$ cat config.mk
export PLATFORM = sky130hd
export DESIGN_NAME = simplediv
export DESIGN_NICKNAME = d
export VERILOG_FILES = /design/src/rtl/simplediv_pkg.sv /design/src/rtl/simplediv_step.sv /design/src/rtl/simplediv.sv
export SDC_FILE = /design/constraint.sdc
export NUM_CORES = 1
export LEC_CHECK = 0
export CORE_AREA = 2 2 243 185
export CTS_BUF_LIST = sky130_fd_sc_hd__clkbuf_16
export CTS_CLUSTER_SIZE = 8
export DETAILED_ROUTE_END_ITERATION = 8
export DIE_AREA = 0 0 245 187
export PLACE_DENSITY = 0.64
export SYNTH_ARGS = -nofsm -noshare
export SYNTH_HDL_FRONTEND = slang
export SYNTH_HIERARCHICAL = 1
export SYNTH_SLANG_ARGS = --single-unit
export TNS_END_PERCENT = 100
$ cat constraint.sdc
create_clock -name clock -period 11.9 [get_ports clock]
set_input_delay 1.785 -clock clock [delete_from_list [all_inputs] [get_ports clock]]
set_output_delay 1.785 -clock clock [all_outputs]
set_load 0.02 [all_outputs]
$ cat src/rtl/simplediv_pkg.sv
// Shared definitions for the iterative restoring divider.
package simplediv_pkg;

  localparam int unsigned XLEN = 32;

  typedef logic [1:0] state_t;

  localparam state_t ST_IDLE  = 2'd0;
  localparam state_t ST_RUN   = 2'd1;
  localparam state_t ST_FIXUP = 2'd2;
  localparam state_t ST_DONE  = 2'd3;

  // STEPS must divide XLEN evenly into a whole number of clock cycles.
  function automatic bit steps_legal(input int unsigned s);
    return (s == 1) || (s == 2) || (s == 4) || (s == 8) || (s == 16) || (s == 32);
  endfunction

endpackage

$ cat src/rtl/simplediv_step.sv
// One combinational restoring-division iteration: shift in a dividend bit,
// subtract the divisor if it fits, and report the resulting quotient bit.
module simplediv_step
  import simplediv_pkg::*;
(
  input  logic [XLEN:0]   r,
  input  logic            a_msb,
  input  logic [XLEN-1:0] d,
  output logic [XLEN:0]   r_next,
  output logic            qbit
);

  logic [XLEN:0] shifted;
  logic [XLEN:0] diff;

  // 33-bit compare so a divisor with bit 31 set is handled correctly.
  always_comb begin
    shifted = {r[XLEN-1:0], a_msb};
    diff    = shifted - {1'b0, d};
    qbit    = (shifted >= {1'b0, d});
    r_next  = qbit ? diff : shifted;
  end

endmodule

$ cat src/rtl/simplediv.sv
// Multi-cycle 32-bit divider for DIV/DIVU/REM/REMU with start/busy/done
// handshake. rd = {remainder, quotient}; STEPS quotient bits per clock.
module simplediv
  import simplediv_pkg::*;
#(
  parameter int unsigned STEPS = 4
) (
  input  logic        clock,
  input  logic        reset,
  input  logic        start,
  input  logic        sign,
  input  logic [31:0] rs1,
  input  logic [31:0] rs2,
  output logic [63:0] rd,
  output logic        busy,
  output logic        done
);

  localparam int unsigned CYCLES = XLEN / STEPS;
  localparam logic [5:0]  LAST   = 6'(CYCLES - 1);

  if (!steps_legal(STEPS)) begin : g_bad_steps
    $error("simplediv: STEPS must be one of 1, 2, 4, 8, 16, 32");
  end

  state_t          state;
  logic [XLEN-1:0] a_q;
  logic [XLEN-1:0] d_q;
  logic [XLEN:0]   r_q;
  logic [5:0]      cnt_q;
  logic            q_sign;
  logic            r_sign;
  logic            div_zero;

  logic [XLEN-1:0] mag1;
  logic [XLEN-1:0] mag2;
  logic [XLEN-1:0] quo;
  logic [XLEN-1:0] rem;

  logic [XLEN:0]   r_ch [STEPS+1];
  logic [XLEN-1:0] a_ch [STEPS+1];

  assign r_ch[0] = r_q;
  assign a_ch[0] = a_q;

  // Chain of STEPS iterations; quotient bits shift into the low end of a.
  for (genvar i = 0; i < STEPS; i++) begin : g_step
    logic qb;
    simplediv_step u_step (
      .r      (r_ch[i]),
      .a_msb  (a_ch[i][XLEN-1]),
      .d      (d_q),
      .r_next (r_ch[i+1]),
      .qbit   (qb)
    );
    assign a_ch[i+1] = {a_ch[i][XLEN-2:0], qb};
  end

  // Operand magnitudes; 0x80000000 negates to itself, read as unsigned 2^31.
  always_comb begin
    mag1 = (sign && rs1[XLEN-1]) ? -rs1 : rs1;
    mag2 = (sign && rs2[XLEN-1]) ? -rs2 : rs2;
  end

  // Sign correction; a zero divisor keeps the all-ones quotient unnegated.
  always_comb begin
    quo = (q_sign && !div_zero) ? -a_q : a_q;
    rem = r_sign ? -r_q[XLEN-1:0] : r_q[XLEN-1:0];
  end

  // Sequencer: start restarts from any state; rd is only written in FIXUP.
  always_ff @(posedge clock or posedge reset) begin
    if (reset) begin
      state    <= ST_IDLE;
      a_q      <= '0;
      d_q      <= '0;
      r_q      <= '0;
      cnt_q    <= '0;
      q_sign   <= 1'b0;
      r_sign   <= 1'b0;
      div_zero <= 1'b0;
      rd       <= '0;
    end else if (start) begin
      state    <= ST_RUN;
      a_q      <= mag1;
      d_q      <= mag2;
      r_q      <= '0;
      cnt_q    <= '0;
      q_sign   <= (rs1[XLEN-1] ^ rs2[XLEN-1]) & sign;
      r_sign   <= rs1[XLEN-1] & sign;
      div_zero <= (rs2 == '0);
    end else begin
      case (state)
        ST_RUN: begin
          r_q   <= r_ch[STEPS];
          a_q   <= a_ch[STEPS];
          cnt_q <= cnt_q + 6'd1;
          if (cnt_q == LAST) state <= ST_FIXUP;
        end
        ST_FIXUP: begin
          rd    <= {rem, quo};
          state <= ST_DONE;
        end
        ST_DONE: state <= ST_IDLE;
        default: state <= ST_IDLE;
      endcase
    end
  end

  assign busy = (state == ST_RUN) || (state == ST_FIXUP);
  assign done = (state == ST_DONE);

endmodule

== Word level (Yosys, flattened, before mapping) ==
Index checks and enable logic that the tools add are counted.

* Flip-flop bits (word level): 171
* Latch bits: 0
* RAM bits: 0
* Memory bits (read-only): 0
* Output and inout bits: 66
* Word-level logic and storage cells: 56
* Memories kept: 0

* $add $sub $neg: 9
* Multipliers: 0
* Div/mod/pow operators: 0
* $lt $le $gt $ge: 4
* Eq/ne operators: 5
* Shift-type cells: 0
* Mux-type cells: 17
* Bitwise operators: 4
* Reductions and logical operators: 8

{| class="wikitable"
|+ Operators with widths
! cell !! number
|-
| $mux 32 || 12
|-
| $ge 33x32->1 || 4
|-
| $neg 32->32 || 4
|-
| $sub 32x32->32 || 4
|-
| $logic_not 32->1 || 1
|-
| $mux 6 || 2
|-
| $add 6x1->6 const B || 1
|-
| $eq 6x3->1 const B || 1
|-
| $eq 2x2->1 const B || 2
|-
| $mux 2 || 2
|-
| $pmux 2 s2 || 1
|-
| $logic_and 1x1->1 || 3
|-
| $ne 3x3->1 const B || 1
|-
| $and 1x1->1 || 2
|-
| $eq 2x1->1 const B || 1
|-
| $reduce_and 2->1 || 1
|-
| $reduce_bool 2->1 || 1
|-
| $logic_not 1->1 || 1
|-
| $logic_or 1x1->1 || 1
|-
| $not 1->1 || 1
|-
| $xor 1x1->1 || 1
|}

== Logic depth before layout (Yosys ltp) ==
* Word-level depth: 10
* Depth in mapped cells: 47

== Cells and area by module ==
Netlist, hierarchy kept.

{| class="wikitable"
|+ By module, submodules not included
! module !! times used !! cells each !! area each (µm²) !! sequential area each (µm²)
|-
| simplediv || 1 || 1026 || 9454.1 || 4304.1
|-
| simplediv_step (g_step[0].u_step ...) || 2 || 365 || 2412.3 || 0.0
|-
| simplediv_step (g_step[3].u_step) || 1 || 381 || 2727.6 || 0.0
|-
| simplediv_step (g_step[2].u_step) || 1 || 376 || 2337.2 || 0.0
|}

== Worst setup path before layout ==
OpenSTA, ideal clock, no wires.

* Path kind: reg2reg
* Start: register r_q[11]
* End: register r_q[26]
* Library setup time: 0.132 ns
* Data arrival time: 8.672 ns
* Data required time: 11.768 ns
* Slack: 3.096 ns
* Stages on the path, launching flop included: 46
* Buffers on the path: 10
* Cells stage by stage: dfrtp_1 ha_1 buf_2 a21oi_2 o211ai_1 nor4_2 a211oi_1 a211oi_2 o21ai_4 buf_6 mux2_4 ha_1 buf_2 a21oi_2 o211ai_1 nor4_2 a211oi_1 a211oi_2 [... 10 more ...] a221o_1 nor2_4 buf_2 nand2_1 o21ai_0 ha_1 buf_6 a21o_1 a211o_1 a211o_1 o21a_1 nor3_2 o21ba_1 buf_6 buf_8 mux2_1 mux2i_1 nor2_1

{| class="wikitable"
|+ RTL lines
! item !! line !! RTL
|-
| start, declared || simplediv.sv:29 || <nowiki>logic [XLEN:0] r_q;</nowiki>
|-
| start signal, assigned || simplediv.sv:95 || <nowiki>r_q <= r_ch[STEPS];</nowiki>
|}

==> results.cfg <==
[run_status]
outcome = completed

[setup_path]
start_kind = flip-flop
cp.required_ns = 12.23
critPathCaptureType = flip-flop
crit_type = flip-flop to flip-flop
ff2ff_path_depth = 40
critPathMaxFanout = 55
r2r_slack_ns = 0.58
arrival_ns = 11.65
rr_endpoint = r_q[9]
path_common_cell = ha_1
cp-startpoint = d_q[14]
reg2reg_from = d_q[14]
slowest_delay_ns = 0.60
cp-endpoint = r_q[9]
critical_path.slowest_cell = dfrtp_1

[detailed_routing]
ant_nets = 0
firstDrtPassIters = 6
avgViaCountPerCell = 6.003
wl_um = 74770
vias = 19090
wire_per_inst_um = 23.51
drc = 0
first_iter_violations = 2107

[clock_network]
numCtsBuffers = 17
cts_root_buf = clkbuf_16
cts_tree = built
clock_latency_ns = 0.48
clock_path_buffers = 2
clkSinkCount = 171
cts_max_level = 4
clk_pin_slew_ns = 0.08

[floorplanning]
coreArea_um2 = 43840
die_area_um2 = 45820
die_y_um = 187
initial_core_util_pct = 43.51
rows = 67
ios = 134
die_x_um = 245

[grt]
grt_usage_pct = 32.27
grt_start_max_net_pins = 116
grt_antenna_before_repair = 1
grt_pass1_vias = 17500
grt_overflow = 0
grt_pass1_wl_um = 110500

[final_layout]
diodes = 0
drive_gt1_share_pct = 9.214
nNetsFinal = 2789
register_area_um2 = 4279
nFillCells = 4303
multi_input_area_um2 = 13480
area.growth.synth_to_final_pct = 14.59

[sta]
post-route-period-util_pct = 95.12
rsz0062_at_grt = false
worst_pin_slew_ns = 1.235
tns_ns = 0
hold_viol_final = 0
finClkSkew_ns = 0.01956
timing.fmax_mhz = 88.35
maxSlewHeadroom_pct = 17.36
final_max_slew_viol_count = 0
setup_viol = 0
min_period_ns = 11.32

[min_path]
hp-class = flip-flop to flip-flop
worstHoldStart = rd[46]

[placed_design]
post-dp-hpwl_um = 61610
io_buffers = 133
gpl.final_weighted_congestion = 0.9942

[synth]
syn_nets = 2681
syn_inst = 2473
yosys_warnings = 6
syn_area_per_cell_um2 = 7.714
syn_area_um2 = 19080

[flow_run]
max-cap-violations = 0
-- how the worst min path moves through the flow --
stage / slack (ns) / end / depth (start not counted)
after floorplan: 0.51 / cnt_q[1] / 2
after global placement: 0.46 / rd[22] / 2
after detailed placement: 0.47 / rd[8] / 2
after CTS: 0.49 / rd[4] / 2
after global routing: 0.52 / rd[40] / 2
final: 0.48 / rd[46] / 2
-- worst max-delay path: cells and delay by family, from the launching register on --
family	cells	cell delay, ns
flops	1	0.60
compound gates	22	5.96
buf+inv	5	0.84
fa+ha+maj	4	1.62
simple gates	7	1.58
mux	2	0.50
-- state kept, by name, summed over array words and instances, names as in the netlist --
name,cells
state,2
d_q,32
rd,64
r_sign,1
a_q,32
r_q,32
cnt_q,6
q_sign,1
div_zero,1
-- area by class of cell --
type | instances | share of cell area [%]
multi-input combinational | 1982 | 61.68
sequential | 171 | 19.58
timing repair buffer | 223 | 9.284
tap | 586 | 3.354
inverter | 186 | 3.217
clock buffer | 17 | 1.946
clock inverter | 15 | 0.9445
-- stage by stage --
stage	utilization, %	hold WS (ns)	instance area, um2	setup slack, ns	std cells
6_report	49.86	0.4783	21860	0.5812	3180
5_1_grt	49.86	0.5168	21860	0.005818	3180
4_1_cts	49.73	0.4877	21800	0.3423	3174
3_5_place_dp	48.29	0.4691	21170	0.4076	3142
3_3_place_gp	48.29	0.4625	21170	0.5973	3142
2_1_floorplan	-	0.5135	19080	3.115	2473
-- cell usage in the layout, fill, tap and decap left out, drive strengths merged, types with 11 or more instances in the layout --
cell / count
nor2: 257
a21oi: 256
nand2: 222
inv: 194
o21ai: 180
dfrtp: 171
ha: 136
xnor2: 133
clkdlybuf4s50: 132
xor2: 92
buf: 91
a21o: 62
mux2i: 50
mux2: 45
a211oi: 43
nor3: 42
a31oi: 41
nand4: 36
nor2b: 35
o31ai: 29
nand3: 27
nor4: 25
or3: 21
or4: 21
nand2b: 19
o21a: 18
o21bai: 18
clkbuf: 17
o41ai: 16
and2: 11
a211o: 11
a21boi: 11
-- layer usage --
layer  share of wire (%)  vias to the layer above  wire (um)  GRT usage (%)
met3                  12                       63       8837          12.67
met4                 1.6                        0       1221          6.191
met1                  48                     9196      36130          49.00
li1                    -                     9013          -              -
met5                   0                        -          0              0
met2                  38                      816      28580          42.26
-- repair_timing --
| action | 4_1_cts | 5_1_grt |
|---|---|---|
| hold buffers | 0 | 0 |
| endpoints found under the setup margin | 0 | 33 |
| setup buffers | 0 | 5 |
| resized for setup | 0 | 3 |
Power is not shown: default switching activity piles up to over one toggle a cycle in this logic, so the estimate is an artifact.
